$ cat config.mk
export PLATFORM = sky130hd
export DESIGN_NAME = i2c_temp_sensor_slave_flat
export DESIGN_NICKNAME = d
export VERILOG_FILES = /design/src/rtl/i2c_pkg.sv /design/src/rtl/i2c_temp_sensor_slave_if.sv /design/src/rtl/i2c_bus_sync.sv /design/src/rtl/i2c_temp_sensor_slave.sv /design/src/flat_wrapper.sv
export SDC_FILE = /design/constraint.sdc
export NUM_CORES = 1
export LEC_CHECK = 0
export CAP_MARGIN = 20
export CORE_UTILIZATION = 35
export CTS_CLUSTER_DIAMETER = 50
export DETAILED_ROUTE_END_ITERATION = 8
export PLACE_DENSITY = 0.52
export SLEW_MARGIN = 0
export SYNTH_ARGS = -nofsm -noshare
export SYNTH_HDL_FRONTEND = slang
export SYNTH_HIERARCHICAL = 1
export SYNTH_SLANG_ARGS = --single-unit
$ cat constraint.sdc
create_clock -name clk -period 2.7 [get_ports clk]
set_input_delay 0.81 -clock clk [delete_from_list [all_inputs] [get_ports clk]]
set_output_delay 0.81 -clock clk [all_outputs]
set_load 0.02 [all_outputs]
$ cat src/rtl/i2c_pkg.sv
// Shared types and constants for the I2C temperature-sensor slave.
package i2c_pkg;

   typedef enum logic [3:0] {
      ST_IDLE,
      ST_ADDR,
      ST_ADDR_ACK,
      ST_PTR,
      ST_PTR_ACK,
      ST_WR_DATA,
      ST_WR_ACK,
      ST_RD_DATA,
      ST_RD_ACK
   } i2c_state_t;

   localparam logic [6:0] DEF_SLAVE_ADDR = 7'h48;
   localparam logic       ACK            = 1'b0;
   localparam logic       NACK           = 1'b1;

endpackage

$ cat src/rtl/i2c_temp_sensor_slave_if.sv
// Open-drain I2C bus seen by the slave: clock and resolved data in, pull-down enable out.
interface i2c_temp_sensor_slave_if;
   logic scl;
   logic sda_in;
   logic sda_oe;

   modport slave  (input  scl, input  sda_in, output sda_oe);
   modport master (output scl, output sda_in, input  sda_oe);
endinterface

$ cat src/rtl/i2c_bus_sync.sv
// Brings SCL/SDA into the clk domain and flags SCL edges plus START/STOP conditions.
module i2c_bus_sync #(
   parameter int SYNC_STAGES = 2
) (
   input  logic clk,
   input  logic rst_n,
   input  logic i_scl,
   input  logic i_sda,
   output logic o_sda,
   output logic o_scl_rise,
   output logic o_scl_fall,
   output logic o_start,
   output logic o_stop
);

   logic [SYNC_STAGES-1:0] r_scl_sync, r_sda_sync;
   logic                   r_scl_d, r_sda_d;
   logic                   w_scl, w_sda;

   assign w_scl = r_scl_sync[SYNC_STAGES-1];
   assign w_sda = r_sda_sync[SYNC_STAGES-1];

   // Idle bus level is high, so reset to 1 to avoid a phantom edge after reset.
   always_ff @(posedge clk or negedge rst_n) begin
      if (!rst_n) begin
         r_scl_sync <= '1;
         r_sda_sync <= '1;
         r_scl_d    <= 1'b1;
         r_sda_d    <= 1'b1;
      end else begin
         r_scl_sync <= {r_scl_sync[SYNC_STAGES-2:0], i_scl};
         r_sda_sync <= {r_sda_sync[SYNC_STAGES-2:0], i_sda};
         r_scl_d    <= w_scl;
         r_sda_d    <= w_sda;
      end
   end

   assign o_sda      = w_sda;
   assign o_scl_rise = w_scl & ~r_scl_d;
   assign o_scl_fall = ~w_scl & r_scl_d;
   assign o_start    = r_sda_d & ~w_sda & w_scl & r_scl_d;
   assign o_stop     = ~r_sda_d & w_sda & w_scl & r_scl_d;

endmodule

$ cat src/rtl/i2c_temp_sensor_slave.sv
// I2C register slave: pointer-addressed register file, reg 0 snapshots temp_in on each read.
module i2c_temp_sensor_slave
   import i2c_pkg::*;
#(
   parameter logic [6:0] SLAVE_ADDR  = DEF_SLAVE_ADDR,
   parameter int         NUM_REGS    = 4,
   parameter int         SYNC_STAGES = 2
) (
   input  logic                        clk,
   input  logic                        rst_n,
   i2c_temp_sensor_slave_if.slave      bus,
   input  logic [7:0]                  temp_in,
   output logic                        busy,
   output logic                        wr_valid,
   output logic [$clog2(NUM_REGS)-1:0] wr_addr,
   output logic [7:0]                  wr_data
);

   localparam int AW = $clog2(NUM_REGS);
   localparam logic [AW-1:0] PTR_ONE = AW'(1);

   i2c_state_t                r_state;
   logic [3:0]                r_cnt;
   logic [7:0]                r_shift;
   logic                      r_rw, r_mack, r_sda_oe, r_busy, r_wr_valid;
   logic [AW-1:0]             r_ptr, r_wr_addr;
   logic [7:0]                r_wr_data;
   logic [NUM_REGS-1:0][7:0]  r_regs;
   logic                      w_sda, w_rise, w_fall, w_start, w_stop;
   logic [AW-1:0]             w_ptr_inc;
   logic [7:0]                w_first, w_next;

   i2c_bus_sync #(.SYNC_STAGES(SYNC_STAGES)) u_sync (
      .clk       (clk),
      .rst_n     (rst_n),
      .i_scl     (bus.scl),
      .i_sda     (bus.sda_in),
      .o_sda     (w_sda),
      .o_scl_rise(w_rise),
      .o_scl_fall(w_fall),
      .o_start   (w_start),
      .o_stop    (w_stop)
   );

   // Reg 0 is loaded with temp_in on the same edge the first byte goes out, so bypass it.
   assign w_ptr_inc = r_ptr + PTR_ONE;
   assign w_first   = (r_ptr == '0) ? temp_in : r_regs[r_ptr];
   assign w_next    = r_regs[w_ptr_inc];

   always_ff @(posedge clk or negedge rst_n) begin
      if (!rst_n) begin
         r_state    <= ST_IDLE;
         r_cnt      <= '0;
         r_shift    <= '0;
         r_rw       <= 1'b0;
         r_mack     <= 1'b0;
         r_sda_oe   <= 1'b0;
         r_busy     <= 1'b0;
         r_wr_valid <= 1'b0;
         r_wr_addr  <= '0;
         r_wr_data  <= '0;
         r_ptr      <= '0;
         r_regs     <= '0;
      end else begin
         r_wr_valid <= 1'b0;
         if (w_stop) begin
            r_state  <= ST_IDLE;
            r_cnt    <= '0;
            r_sda_oe <= 1'b0;
            r_busy   <= 1'b0;
         end else if (w_start) begin
            r_state  <= ST_ADDR;
            r_cnt    <= '0;
            r_sda_oe <= 1'b0;
         end else begin
            unique case (r_state)
               ST_IDLE: ;
               ST_ADDR, ST_PTR, ST_WR_DATA: begin
                  if (w_rise && r_cnt < 4'd8) begin
                     r_shift <= {r_shift[6:0], w_sda};
                     r_cnt   <= r_cnt + 4'd1;
                  end else if (w_fall && r_cnt == 4'd8) begin
                     r_cnt <= '0;
                     if (r_state == ST_ADDR) begin
                        if (r_shift[7:1] == SLAVE_ADDR) begin
                           r_state  <= ST_ADDR_ACK;
                           r_sda_oe <= 1'b1;
                           r_busy   <= 1'b1;
                           r_rw     <= r_shift[0];
                        end else begin
                           r_state <= ST_IDLE;
                        end
                     end else if (r_state == ST_PTR) begin
                        r_state  <= ST_PTR_ACK;
                        r_sda_oe <= 1'b1;
                        r_ptr    <= r_shift[AW-1:0];
                     end else begin
                        // Index 0 is read-only; its writes are ACKed but not committed.
                        r_state  <= ST_WR_ACK;
                        r_sda_oe <= 1'b1;
                        r_ptr    <= w_ptr_inc;
                        if (r_ptr != '0) begin
                           r_regs[r_ptr] <= r_shift;
                           r_wr_valid    <= 1'b1;
                           r_wr_addr     <= r_ptr;
                           r_wr_data     <= r_shift;
                        end
                     end
                  end
               end
               ST_ADDR_ACK: if (w_fall) begin
                  r_cnt <= '0;
                  if (r_rw) begin
                     r_regs[0] <= temp_in;
                     r_shift   <= w_first;
                     r_sda_oe  <= ~w_first[7];
                     r_state   <= ST_RD_DATA;
                  end else begin
                     r_sda_oe <= 1'b0;
                     r_state  <= ST_PTR;
                  end
               end
               ST_PTR_ACK, ST_WR_ACK: if (w_fall) begin
                  r_sda_oe <= 1'b0;
                  r_state  <= ST_WR_DATA;
               end
               ST_RD_DATA: begin
                  if (w_rise && r_cnt < 4'd8) begin
                     r_cnt <= r_cnt + 4'd1;
                  end else if (w_fall) begin
                     if (r_cnt == 4'd8) begin
                        r_cnt    <= '0;
                        r_sda_oe <= 1'b0;
                        r_state  <= ST_RD_ACK;
                     end else begin
                        r_sda_oe <= ~r_shift[6];
                        r_shift  <= {r_shift[6:0], 1'b0};
                     end
                  end
               end
               ST_RD_ACK: begin
                  if (w_rise) begin
                     r_mack <= (w_sda == ACK);
                  end else if (w_fall) begin
                     if (r_mack) begin
                        r_ptr    <= w_ptr_inc;
                        r_shift  <= w_next;
                        r_sda_oe <= ~w_next[7];
                        r_cnt    <= '0;
                        r_state  <= ST_RD_DATA;
                     end else begin
                        r_state <= ST_IDLE;
                     end
                  end
               end
               default: r_state <= ST_IDLE;
            endcase
         end
      end
   end

   assign bus.sda_oe = r_sda_oe;
   assign busy       = r_busy;
   assign wr_valid   = r_wr_valid;
   assign wr_addr    = r_wr_addr;
   assign wr_data    = r_wr_data;

endmodule
$ cat src/flat_wrapper.sv
// flat-port wrapper written by rule: the top's interface ports become plain ports
module i2c_temp_sensor_slave_flat import i2c_pkg::*;
#(
   parameter logic [6:0] SLAVE_ADDR  = DEF_SLAVE_ADDR,
   parameter int         NUM_REGS    = 4,
   parameter int         SYNC_STAGES = 2
)
  (clk, rst_n, temp_in, busy, wr_valid, wr_addr, wr_data, bus_scl, bus_sda_in, bus_sda_oe);
  i2c_temp_sensor_slave_if bus_i ();
  input  logic clk;
  input  logic rst_n;
  input  logic [7:0] temp_in;
  output logic busy;
  output logic wr_valid;
  output logic [$clog2(NUM_REGS)-1:0] wr_addr;
  output logic [7:0] wr_data;
  input wire logic [$bits(bus_i.scl)-1:0] bus_scl;
  input wire logic [$bits(bus_i.sda_in)-1:0] bus_sda_in;
  output wire logic [$bits(bus_i.sda_oe)-1:0] bus_sda_oe;
  assign bus_i.scl = bus_scl;
  assign bus_i.sda_in = bus_sda_in;
  assign bus_sda_oe = bus_i.sda_oe;
  i2c_temp_sensor_slave #(.SLAVE_ADDR(SLAVE_ADDR), .NUM_REGS(NUM_REGS), .SYNC_STAGES(SYNC_STAGES)) u_core (.clk(clk), .rst_n(rst_n), .bus(bus_i), .temp_in(temp_in), .busy(busy), .wr_valid(wr_valid), .wr_addr(wr_addr), .wr_data(wr_data));
endmodule
==> results of run 1 <==
==> how the worst max path moves through the flow <==
stage	cells after the start	from	slack, ns	endpoint
4_1_cts	7	u_core/u_sync/r_scl_d	0.30	u_core/r_shift[6]
5_1_grt	6	u_core/u_sync/r_scl_d	0.11	u_core/r_cnt[1]
6_report	7	u_core/u_sync/r_scl_d	0.27	u_core/r_shift[6]
3_3_place_gp	6	u_core/u_sync/r_scl_sync[1]	0.25	u_core/r_shift[2]
2_1_floorplan	10	u_core/r_ptr[1]	0.16	u_core/bus.sda_oe
3_5_place_dp	5	temp_in[7]	0.32	u_core/bus.sda_oe
==> routing by layer <==
| metal | part of all wire, % | track usage [%] | routed length [µm] | vias up |
|---|---|---|---|---|
| met5 | 0 | 0 | 0 | - |
| met4 | 1.7 | 6.85 | 166 | 0 |
| met3 | 4.8 | 4.17 | 462 | 13 |
| met2 | 45 | 28.7 | 4420 | 61 |
| met1 | 48 | 26.9 | 4670 | 1414 |
| li1 | - | - | - | 1328 |
==> state kept, by name (all words and copies together), names as in the netlist <==
signal                    flops
u_core/bus.sda_oe             1
u_core/r_regs                32
u_core/wr_addr                2
u_core/r_ptr                  2
u_core/u_sync/r_sda_d         1
u_core/u_sync/r_scl_d         1
u_core/busy                   1
u_core/r_mack                 1
u_core/wr_data                8
u_core/r_shift                8
u_core/r_cnt                  4
u_core/r_rw                   1
u_core/u_sync/r_scl_sync      2
u_core/u_sync/r_sda_sync      2
u_core/wr_valid               1
u_core/r_state                4
==> worst max-delay path, stage by stage (launching register included) <==
cell      delay (ns)
dfstp_2         0.54
nor2b_1         0.16
buf_4           0.17
nor2b_1         0.27
a311oi_1        0.26
nor4_4          0.32
buf_4           0.23
mux2_2          0.35
==> area by class of cell <==
class | instances | area, µm²
timing repair buffer | 40 | 368
clock buffer | 11 | 131
fill | 1034 | 5970
inverter | 14 | 52.6
multi-input combinational | 241 | 1930
clock inverter | 5 | 58.8
tap | 136 | 170
sequential | 71 | 1780
==> kinds of logic after synthesis <==
kind of cell               after synthesis
AOI/OAI and AO/OA                       57
xor gates and xnor gates                 1
adders and majority gates                6
buffers and inverters                   26
DFF                                     71
muxes                                   71
and+or+nand+nor                        106
==> report_power, final <==
part / leakage [nW] / internal, mW / switching (mW)
registers: 0.931 / 1.14 / 0.181
clock network: 0.0895 / 0.427 / 0.426
logic: 0.924 / 0.187 / 0.157
total: 1.94 / 1.76 / 0.764
==> Yosys cell counts, drive strengths merged, types with 2 or more instances <==
| master | number | share of area (%) |
|---|---|---|
| mux4 | 9 | 5.3 |
| ha | 6 | 2.0 |
| a21oi | 3 | 0.39 |
| nand2 | 47 | 4.8 |
| a211o | 2 | 0.46 |
| mux2i | 22 | 5.8 |
| mux2 | 40 | 12 |
| clkbuf | 6 | 0.59 |
| nor4b | 3 | 1.2 |
| buf | 6 | 0.85 |
| nor2 | 12 | 1.2 |
| and3 | 3 | 0.49 |
| and4b | 3 | 0.79 |
| o211ai | 3 | 0.59 |
| nand3 | 4 | 0.52 |
| nand3b | 3 | 0.59 |
| nor3 | 6 | 0.79 |
| o22ai | 2 | 0.33 |
| dfstp | 6 | 4.1 |
| nand4 | 4 | 0.65 |
| inv | 14 | 1.4 |
| nand2b | 3 | 0.49 |
| nor2b | 7 | 1.1 |
| o21a | 2 | 0.39 |
| or4 | 2 | 0.39 |
| a22oi | 12 | 2.4 |
| dfrtp | 65 | 43 |
| o21ai | 19 | 2.5 |
| o31ai | 2 | 0.39 |
| a31oi | 3 | 0.49 |
==> metrics.md, run 1 <==
| Metric | Value |
|---|---|
| Clock-pin slew on the worst setup and hold paths | 0.07 ns |
| Area grow syn2layout | 17.6% |
| Largest net degree at the start of global routing | 72 |
| Max Fclk | 0.412 GHz |
| Place WS | 0.320 ns |
| Clock root buffer | clkbuf_8 |
| Port bufs | 24 |
| Crit share post-route | 89.9% |
| FFs w/ async S/R, synth | 100% |
| Mux cell area share after synthesis | 22.9% |
| Die ar. | 0.0113 mm² |
| Slew @ Worst Pin | 0.784 ns |
| Syn nets | 356 |
| GP Congestion | 0.865 |
| Setup TNS | 0 ns |
| Wirelength, routed | 9710 µm |
| Finished layout cell area | 0.00449 mm² |
| Worst-case reg-to-reg path depth | 7 |
| Reg2reg start | u_core/u_sync/r_scl_d |
| Count of flip-flops with a built-in enable after synthesis | 0 |
| Mapped Area | 0.00382 mm² |
| Die height | 106 µm |
| Worst Setup Start Kind | flop |
| Worst hold stages | 0 |
| Vias per Instance | 5.44 |
| Most frequent cells in the layout | 65 x dfrtp_1, 46 x nand2_1, 39 x mux2_2, 23 x clkdlybuf4s50_1, 22 x mux2i_1 |
| Share of cells above drive strength 1 | 23.8% |
| Max transition margin | 47.5% |
| Simple-gate share of the synthesized area | 15.4% |
| Initial core utilization | 36.5% |
| Pwr Total | 2.52 mW |
| I/O Pins | 25 |
| First-pass GRT wire length | 16,200 µm |
| Finished Layout Cells | 518 |
| N_diodes | 0 |
| Die span in x | 106 µm |
| Crit. End Element | flop |
| Drt drc | 0 |
| Commonest non-fill, non-tap cell in the layout | dfrtp_1 |
| Worst Hold Class | reg2reg |
| Worst reg2reg path endpoint | u_core/r_shift[6] |
| WL per Instance | 18.7 µm |
| PwrDens | 561 mW/mm² |
| Setup CP Type | reg2reg |
| Outcome | finished, final reports clean |
| YS warnings | 6 |
| Post-layout worst setup margin | 0.272 ns |
| WHS Endpoint | u_core/u_sync/r_sda_sync[1] |
| RSZ-0062 raised after global routing | no |
| Final-report hold violation count | 0 |
| # Max-Cap Violations | 0 |
| CTS max path bufs | 2 |
| Yosys cell types | 56 |
| Final hold slack | 0.357 ns |
| Final Util | 42.9% |
| Fin crit period | 2.43 ns |
| Detailed placement HPWL | 6510 µm |
| # clock sinks | 71 |
| Largest family of logic cells by synthesized area | multiplexers |
| Post-CTS Resized | 0 |
| Xor/xnor share of the synthesized area | 0.229% |
| Row Count | 37 |
| Mapped Cells | 338 |
| Placed Area | 0.00430 mm² |
| Post-CTS setup buffers | 0 |
| Seq/Total Area, Yosys | 46.7% |
| Nets | 395 |
| Worst Path Arrival | 2.67 ns |
| Maximum fanout along the worst path | 8 |
| Clock Skew | 0.0130 ns |
| Syn_area_per_cell | 11.3 µm² |
| Htree depth | 3 |
| Worst EP required | 2.94 ns |
| Main synth FF type | dfrtp_1 |
| Leakage | 1.94 nW |
| Total grt overflow | 0 |
| Initial antenna violation count | 0 |
| Number of DRC markers in iteration 0 | 167 |
| Worst VDD drop | 298 µV |
| Synthesized flop and latch total | 71 |
| Antenna-violating nets left | 0 |
| Placed cells | 502 |
| Via count | 2,816 |
| Core footprint | 0.0105 mm² |
| Clk_lat worst skew | 0.36 ns |
| Final Slew Violations | 0 |
| CTS tree | yes |
| GR Util All Layers | 19.1% |
| R2R Setup Slk | 0.27 ns |
| Hold buffer count at CTS | 0 |
| Hold Crit Start | u_core/u_sync/r_sda_sync[0] |
| Synth Area in Compound Gates | 10.1% |
| Synth Area in Adders | 1.97% |
| CTS Buf Count | 9 |
| Count of final setup violators | 0 |
| Vias in the first global route | 2,919 |
| Detailed Routing Iterations Pass 1 | 5 |
Note: power is estimated with default switching activity, not from simulation.
==> inputs of run 2 (changes only) <==
--- a/config.mk
+++ b/config.mk
@@ -10,7 +10,7 @@
 export CTS_CLUSTER_DIAMETER = 50
 export DETAILED_ROUTE_END_ITERATION = 8
 export PLACE_DENSITY = 0.52
-export SLEW_MARGIN = 0
+export SLEW_MARGIN = 10
 export SYNTH_ARGS = -nofsm -noshare
 export SYNTH_HDL_FRONTEND = slang
 export SYNTH_HIERARCHICAL = 1
==> results of run 2 <==
Final layout, timing and power as in run 1 (identical DEF).
==> inputs of run 3 (changes only) <==
--- a/config.mk
+++ b/config.mk
@@ -7,6 +7,7 @@
 export LEC_CHECK = 0
 export CAP_MARGIN = 20
 export CORE_UTILIZATION = 35
+export CTS_BUF_LIST = sky130_fd_sc_hd__clkbuf_8
 export CTS_CLUSTER_DIAMETER = 50
 export DETAILED_ROUTE_END_ITERATION = 8
 export PLACE_DENSITY = 0.52
@@ -15,3 +16,4 @@
 export SYNTH_HDL_FRONTEND = slang
 export SYNTH_HIERARCHICAL = 1
 export SYNTH_SLANG_ARGS = --single-unit
+export TNS_END_PERCENT = 20
==> metrics.md, run 3 (synthesis gave the netlist of run 1 again) <==
| Metric | Value |
|---|---|
| Outcome | finished, final reports clean |
| Via count | 2,806 |
| Worst Setup Start Kind | flop |
| Wirelength, routed | 9720 µm |
| Final Util | 42.9% |
| Max transition margin | 47.9% |
| Vias in the first global route | 2,919 |
| Wire length on met3 | 450 µm |
| Count of final setup violators | 0 |
| I/O Pins | 25 |
| CTS max path bufs | 2 |
| Port bufs | 24 |
| Die span in x | 106 µm |
| Nets | 395 |
| RSZ-0062 raised after global routing | no |
| WL per Instance | 18.8 µm |
| N_diodes | 0 |
| Antenna-violating nets left | 0 |
| Crit share post-route | 89.8% |
| Post-CTS Resized | 0 |
| Clock Skew | 0.0125 ns |
| Met2 Wirelength | 4430 µm |
| Max Fclk | 0.412 GHz |
| GR Util All Layers | 19.1% |
| First-pass GRT wire length | 16,200 µm |
| Worst Path Arrival | 2.67 ns |
| Core footprint | 0.0105 mm² |
| Detailed placement HPWL | 6510 µm |
| Highest routing layer actually used | met4 |
| Clock-pin slew on the worst setup and hold paths | 0.07 ns |
| GP Congestion | 0.865 |
| Slew @ Worst Pin | 0.779 ns |
| Htree depth | 3 |
| Crit. End Element | flop |
| Worst Hold Class | reg2reg |
| Largest reg by FF count | u_core/r_regs |
| Leakage | 1.95 nW |
| Clk_lat worst skew | 0.37 ns |
| Max stage delay cell, worst path | dfstp_2 |
| Row Count | 37 |
| Worst EP required | 2.94 ns |
| Vias per Instance | 5.42 |
| Largest net degree at the start of global routing | 72 |
| Number of DRC markers in iteration 0 | 165 |
| CTS tree | yes |
| Setup CP Type | reg2reg |
| Initial core utilization | 36.5% |
| Maximum fanout along the worst path | 8 |
| Setup TNS | 0 ns |
| Commonest non-fill, non-tap cell in the layout | dfrtp_1 |
| Post-CTS setup buffers | 0 |
| Most frequent cells in the layout | 65 x dfrtp_1, 46 x nand2_1, 39 x mux2_2, 23 x clkdlybuf4s50_1, 22 x mux2i_1 |
| Initial antenna violation count | 0 |
| PwrDens | 561 mW/mm² |
| CTS Buf Count | 9 |
| Fin crit period | 2.43 ns |
| Total grt overflow | 0 |
| Drt drc | 0 |
| Area grow syn2layout | 17.6% |
| Final Slew Violations | 0 |
| Clock root buffer | clkbuf_8 |
| Die ar. | 0.0113 mm² |
| # Max-Cap Violations | 0 |
| Hold buffer count at CTS | 0 |
| Largest register FFs | 32 |
| # clock sinks | 71 |
| Detailed Routing Iterations Pass 1 | 5 |
| Crit-path cells | nor2b_1, buf_4, nor2b_1, a311oi_1, nor4_4, buf_4, mux2_2 |
| Metal-1 WL | 4680 µm |
| Final-report hold violation count | 0 |
| Crit path largest cell delay | 0.54 ns |
| Worst VDD drop | 298 µV |
| Share of cells above drive strength 1 | 23.8% |
| Die height | 106 µm |
-- run 3: cell types whose count changed in the layout (fill, tap and decap cells not counted) --
cell	delta
clkbuf_1	-2
inv_1	+2
-- run 3: where the power goes --
group	switching, mW	internal (mW)	total, mW
clock network	0.428	0.420	0.848
logic	0.157	0.187	0.344
registers	0.183	1.14	1.33
total	0.769	1.75	2.52
-- run 3: per-layer routing --
| layer | global-route usage (%) | up-vias |
|---|---|---|
| li1 | - | 1327 |
| met1 | 26.9 | 1405 |
| met2 | 28.7 | 61 |
| met3 | 4.17 | 13 |
| met4 | 6.85 | 0 |
| met5 | 0 | - |
-- run 3: cell type report --
| cell class | instances | area (µm²) |
|---|---|---|
| clock buffer | 9 | 124 |
| clock inverter | 7 | 66.3 |
| fill | 1034 | 5970 |
| inverter | 14 | 52.6 |
| multi-input combinational | 241 | 1930 |
| sequential | 71 | 1780 |
| tap | 136 | 170 |
| timing repair buffer | 40 | 368 |
-- run 3: path summary, 6_finish.rpt --
path	start	endpoint	slack, ns	cells past startpoint
worst max-delay path	u_core/u_sync/r_scl_d	u_core/r_shift[6]	0.27	7
worst min-delay path	u_core/u_sync/r_sda_sync[0]	u_core/u_sync/r_sda_sync[1]	0.36	0
worst max register to register	u_core/u_sync/r_scl_d	u_core/r_shift[6]	0.27	7
worst min register to register	u_core/u_sync/r_sda_sync[0]	u_core/u_sync/r_sda_sync[1]	0.36	0
max in group asynchronous	rst_n	u_core/u_sync/r_sda_sync[0]	1.90	2
min in group asynchronous	rst_n	u_core/wr_addr[0]	0.46	2
-- run 3: critical path, delay by kind of cell, from the launching register on --
kind / cells / cell delay (ns)
buffers and inverters: 2 / 0.40
AND/OR/NAND/NOR: 3 / 0.75
multiplexers: 1 / 0.35
AO/OA/AOI/OAI: 1 / 0.26
flip-flops: 1 / 0.54
-- run 3: through the flow --
stage	instance area [µm²]	std cells	power (mW)	setup slack, ns	hold slack, ns
global route	4490	518	2.66	0.108	0.363
finish	4490	518	2.52	0.275	0.357
global placement	4300	502	1.69	0.252	0.347
detailed placement	4300	502	1.69	0.320	0.348
floorplan	3820	338	1.50	0.157	0.345
CTS	4490	518	2.56	0.303	0.359
